## src/rtl/calc_mem_responder.sv

```systemverilog
// rtl/calc_mem_responder.sv - DEPTH-word memory responder with registered reads and OOB flag
// Define CALC_MEM_CLEAR_EN to zero the array in a post-reset sweep before requests are served.
module calc_mem_responder #(
   parameter int ADDR_W        = 5,
   parameter int MEM_WORD_SIZE = 64,
   parameter int DEPTH         = 32
) (
   input  logic                     clk_i,
   input  logic                     rst_ni,
   input  logic                     read,
   input  logic [ADDR_W-1:0]        r_addr,
   output logic [MEM_WORD_SIZE-1:0] r_data,
   output logic                     rd_valid,
   input  logic                     write,
   input  logic [ADDR_W-1:0]        w_addr,
   input  logic [MEM_WORD_SIZE-1:0] w_data,
   output logic                     init_done,
   output logic                     req_drop,
   output logic                     err_oob
);

   typedef enum logic {S_CLEAR, S_READY} state_t;

   // One extra bit so DEPTH == 2**ADDR_W is representable.
   localparam logic [ADDR_W:0] DEPTH_W = (ADDR_W + 1)'(DEPTH);

   state_t                   state_q, state_d;
   logic [MEM_WORD_SIZE-1:0] mem [DEPTH];
   logic                     r_in, w_in;
   logic                     mem_we;
   logic [ADDR_W-1:0]        mem_wa;
   logic [MEM_WORD_SIZE-1:0] mem_wd;

   assign r_in = {1'b0, r_addr} < DEPTH_W;
   assign w_in = {1'b0, w_addr} < DEPTH_W;

`ifdef CALC_MEM_CLEAR_EN
   localparam state_t            RESET_STATE = S_CLEAR;
   localparam logic [ADDR_W-1:0] CLR_LAST    = ADDR_W'(DEPTH - 1);
   logic [ADDR_W-1:0] clr_ptr_q;
   logic              clr_we;

   always_ff @(posedge clk_i or negedge rst_ni) begin
      if (!rst_ni) begin
         clr_ptr_q <= '0;
      end else if (clr_we && (clr_ptr_q != CLR_LAST)) begin
         clr_ptr_q <= clr_ptr_q + ADDR_W'(1);
      end
   end
`else
   localparam state_t RESET_STATE = S_READY;
`endif

   always_comb begin
      state_d = state_q;
`ifdef CALC_MEM_CLEAR_EN
      clr_we  = 1'b0;
`endif
      case (state_q)
         S_CLEAR: begin
`ifdef CALC_MEM_CLEAR_EN
            clr_we = 1'b1;
            if (clr_ptr_q == CLR_LAST) state_d = S_READY;
`else
            state_d = S_READY;
`endif
         end
         S_READY: state_d = S_READY;
         default: state_d = S_READY;
      endcase
   end

   // The sweep owns the write port until init_done; user writes only after.
   always_comb begin
      mem_we = init_done && write && w_in;
      mem_wa = w_addr;
      mem_wd = w_data;
`ifdef CALC_MEM_CLEAR_EN
      if (clr_we) begin
         mem_we = 1'b1;
         mem_wa = clr_ptr_q;
         mem_wd = '0;
      end
`endif
   end

   always_ff @(posedge clk_i) begin
      if (mem_we) mem[mem_wa] <= mem_wd;
   end

   always_ff @(posedge clk_i or negedge rst_ni) begin
      if (!rst_ni) begin
         state_q   <= RESET_STATE;
         init_done <= 1'b0;
         r_data    <= '0;
         rd_valid  <= 1'b0;
         req_drop  <= 1'b0;
         err_oob   <= 1'b0;
      end else begin
         state_q   <= state_d;
         init_done <= (state_d == S_READY);
         rd_valid  <= init_done && read;
         req_drop  <= !init_done && (read || write);
         if (init_done && read) begin
            if (!r_in)                                  r_data <= '0;
            else if (write && w_in && w_addr == r_addr) r_data <= w_data;
            else                                        r_data <= mem[r_addr];
         end
         if (init_done && ((read && !r_in) || (write && !w_in))) err_oob <= 1'b1;
      end
   end

endmodule

```

## config.mk

```make
export PLATFORM = sky130hd
export DESIGN_NAME = calc_mem_responder
export DESIGN_NICKNAME = d
export VERILOG_FILES = /design/src/rtl/calc_mem_responder.sv
export SDC_FILE = /design/constraint.sdc
export NUM_CORES = 2
export LEC_CHECK = 0
export CORE_MARGIN = 3
export CORE_UTILIZATION = 57
export CTS_CLUSTER_DIAMETER = 30
export CTS_CLUSTER_SIZE = 16
export DETAILED_ROUTE_END_ITERATION = 7
export DONT_BUFFER_PORTS = 1
export HOLD_SLACK_MARGIN = 0.12
export PLACE_DENSITY_LB_ADDON = 0.05
export SLEW_MARGIN = 20
export SYNTH_ARGS = -nofsm -noshare
export SYNTH_HDL_FRONTEND = slang
export SYNTH_SLANG_ARGS = --single-unit
```

## constraint.sdc

```tcl
create_clock -name clk_i -period 3.9 [get_ports clk_i]
set_input_delay 0.78 -clock clk_i [delete_from_list [all_inputs] [get_ports clk_i]]
set_output_delay 0.78 -clock clk_i [all_outputs]
set_load 0.02 [all_outputs]
```

---- After elaboration in Yosys (flattened, before gate mapping) ----
Memories as Yosys holds them, arrays and structs flattened. A register that Yosys moved wholly into a read port is not among the register bits.
Cells that the tools add are included.
storage, ports and cells
  flip-flop bits (word level) ............. 3
  bits in writable memories ............... 2048
  input port bits ......................... 78
  output and inout bits ................... 68
  logic and storage cells ................. 12
  memories kept ........................... 1
cells by class
  mux-type cells .......................... 2
  reduce and logical (&&, ||, !) cells .... 6
memory list
  name  words  width  read ports  clocked after memory_dff  write ports  line  RTL
  mem   32     64     1           1                         1            28    logic [MEM_WORD_SIZE-1:0] mem [DEPTH];
operators by type and width
  cell               number
  1-bit logical AND  3
  1-bit zero test    2
  1-bit two-way mux  2
  1-bit logical OR   1

---- Longest topological paths before layout ----
  depth after elaboration ................. 3
  mapped depth ............................ 11
  depth with buffers taken out ............ 6

---- Worst setup path after synthesis ----
OpenSTA, ideal clock, no wires.
  kind .................................... input to register
  start ................................... in w_addr[2]
  end ..................................... mem mem[4][0] (enable)
  library setup time ...................... 486 ps
  arrival time ............................ 4201 ps
  data required time ...................... 3414 ps
  slack ................................... -788 ps
  stages .................................. 3
  buffers on the path ..................... 1
  cell sequence ........................... clkbuf_1 or3b_2 nor2_1
RTL lines
  element             line  RTL
  start: declaration  15    input logic [ADDR_W-1:0] w_addr,
  end: declaration    28
No word-level cell before the write port.

==> metrics <==
reg2reg setup slack roughly 0.87 ns; number of buffers on the longest clock path 4; clock latency of the later-clocked register in the worst-skew pair 0.94 ns; die outline area 147000 sq um; number of post-CTS setup repair buffers 0; failing checks slew limit, setup timing; CTS tree built; depth of the CTS H-tree 5; post-detailed-route via-to-cell ratio 6.62; register clock-pin slew on the reported worst setup and hold paths 0.05 ns; overall power after layout 62.2 mW; post-synth cell types 62; pre-CTS setup slack 0.775 ns; wire length of the first global-routing pass approximately 310000 microns; per-cell routed wire length 34.6 microns; kind of critical path primary input to flop; number of max-slew violations in the final report 472; met3 demand-to-capacity share in global routing 0.0689; TritonCTS Sinks between 2000 and 2500; final clock period utilization by the worst path 1.37; Port Buffers 0; largest net degree at the start of global routing 568; count of vias placed by the detailed router 41700; worst voltage drop across the vdd grid 0.576 mV; # nets final between 4000 and 5000; worst reg2reg path endpoint r_data[56]; DP Cell Count 5494; floorplan row count between 100 and 150; Layout area overhead 21.0%; mean area per synthesized cell 21.8 sq um; commonest non-fill, non-tap cells in the layout 2048 x sky130_fd_sc_hd__edfxtp_1, 427 x sky130_fd_sc_hd__mux4_2, 409 x sky130_fd_sc_hd__clkbuf_16; antenna violations before repair 5; share of Yosys cell area claimed by the top area cell type 0.758; LEAKAGE about 32 nW; kind of path behind the tightest hold check primary input to flop; Fmax achieved 187 MHz; Root Buffer sky130_fd_sc_hd__clkbuf_16; via count of the first global-routing pass 43200; final instance count without filler cells 6303; proportion of synthesized flip-flops having asynchronous set or reset 0.0317; slack of the critical path -1.45 ns; Power Density about 630 nW/um^2; setup TNS after final layout -73.93 ns; number of clock buffers inserted by TritonCTS 405; largest clock skew in the final design 0.0591 ns; grt peak-use layer met2; hold slack final around 0.19 ns; number of nets in the synthesized netlist 3804; GR Overflow Total 0; core region area approximately 140000 sq um; Hold Path Depth 2; reg-to-reg startpoint init_done; critical path required time 4.67 ns; Hold Vio Cnt, Final 0; residual antenna-violating net count after detailed routing 0; layout cells sized above 1 0.314; number of detailed-routing iterations run before antenna repair 7; worst max-slew margin expressed relative to the limit -2.19; chip height 383 microns; worst endpoint data arrival time 6.12 ns; overall routing resource usage 0.301; RSZ-0062 raised after global routing false; ranking of synthesized cells by area sky130_fd_sc_hd__edfxtp_1 76%, sky130_fd_sc_hd__mux4_2 12%, sky130_fd_sc_hd__dfrtp_1 2.1%; number of max-capacitance violations reported 0; DPL Wire Length about 100000 microns; worst hold start w_data[6]; First DRT Iteration DRCs 4987; post-CTS resize count 0; DIE WIDTH between 300 and 400 microns; maximum fanout along the worst path between 500 and 600; layout filler cell count 8399; met2 Resource Use GR 0.504; total of hold buffers inserted after clock tree synthesis 73; cell type with the highest aggregate area in the netlist sky130_fd_sc_hd__edfxtp_1; share of synthesized area occupied by flip-flops and latches 0.779; worst-margin pin slew 4.78 ns; Tmin final 5.35 ns; Final Routed Wirelength ~220000 microns; worst min-delay path endpoint r_data[6]; CP Capture Type flop; count of yosys warnings during synthesis 0; synthesized flop and latch total around 2100; critical path startpoint category primary input; number of flops mapped to enable cells by yosys 2048; outcome finished with violations; met1 routing resource usage after global routing 0.398; most common flop cell mapped by yosys sky130_fd_sc_hd__edfxtp_1; Reg2Reg Depth 6; setup-violating endpoint count in the final report 64; Ports 146; DRC violations left 0; routability cong. about 0.79; area of the mapped netlist 81100 sq um; Post-Syn Instances 3726; most common cell after layout, fill and taps aside sky130_fd_sc_hd__edfxtp_1; starting density of the core 0.578
-- worst max-delay path, cell delays in order --
cell	delay, ns
sky130_fd_sc_hd__mux4_2	2.15
sky130_fd_sc_hd__a22o_1	0.22
sky130_fd_sc_hd__a221oi_1	0.49
sky130_fd_sc_hd__a41o_1	0.27
sky130_fd_sc_hd__a31oi_1	0.04
-- report_power, final --
group	switching, mW	internal, mW
sequential	0.371	25.2
combinational	1.06	0.905
clock	11.5	23.2
total	12.9	49.2
-- metal layers --
layer	wire (microns)	vias to the layer above
li1	-	16800
met2	111000	2219
met1	81100	22300
met4	6200	6
met3	19600	400
met5	41	-
-- kinds of logic (layout without fill, tap and decap cells) --
| group | count (synthesis) | count (layout) | share of synthesized area |
|---|---|---|---|
| mux | 649 | 649 | 0.147 |
| other cells | 2 | 5 | 0.0000926 |
| buf+inv | 219 | 917 | 0.0159 |
| simple gates | 239 | 239 | 0.0146 |
| flops | 2115 | 2115 | 0.779 |
| xor+xnor | 5 | 5 | 0.000540 |
| compound gates | 497 | 497 | 0.0426 |
-- how the worst max path moves through the flow --
stage / start / end / slack [ns] / cells after the start
floorplan: w_addr[2] / mem[4][0] / -0.79 / 3
global placement: r_addr[2] / r_data[46] / 0.83 / 6
detailed placement: r_addr[2] / r_data[46] / 0.77 / 6
CTS: init_done / r_data[46] / 0.95 / 6
global route: init_done / r_data[46] / 0.88 / 6
finish: r_addr[0] / r_data[14] / -1.45 / 5
-- state kept, by name (all words and copies together), names as in the netlist --
register	flops
rd_valid	1
r_data	64
mem	2048
init_done	1
req_drop	1
-- cell usage after synthesis (all sizes together) (12+ instances only) --
cell / n
edfxtp: 2048
mux4: 427
buf: 132
mux2i: 123
mux2: 99
o22ai: 89
clkbuf: 83
a22oi: 82
nand2: 81
dfrtp: 67
a21oi: 64
o21ai: 63
nor2: 58
a221oi: 36
a31oi: 27
nor2b: 22
nor3: 18
a211oi: 17
a22o: 16
a41o: 15
nor4b: 15
o221ai: 15
o211ai: 12
-- cell type report --
class                   instances  area (sq um)  share of cell area
flip-flops and latches       2115         63200               0.644
multi-input cells            1392         17000               0.173
clock buffers                 456         10500               0.107
clock inverters               277          3300              0.0336
well taps                    1876          2350              0.0239
repair buffers                180          1910              0.0195
inverters                       4          15.0            0.000153
diodes                          3          7.51           0.0000765
-- metrics by stage --
stage	util	cell area, sq um
after floorplan	-	81100
after global routing	0.699	98200
final	0.699	98200
after detailed placement	0.597	83800
after CTS	0.701	98400
after global placement	0.597	83800
(Power assumes the default switching activity.)
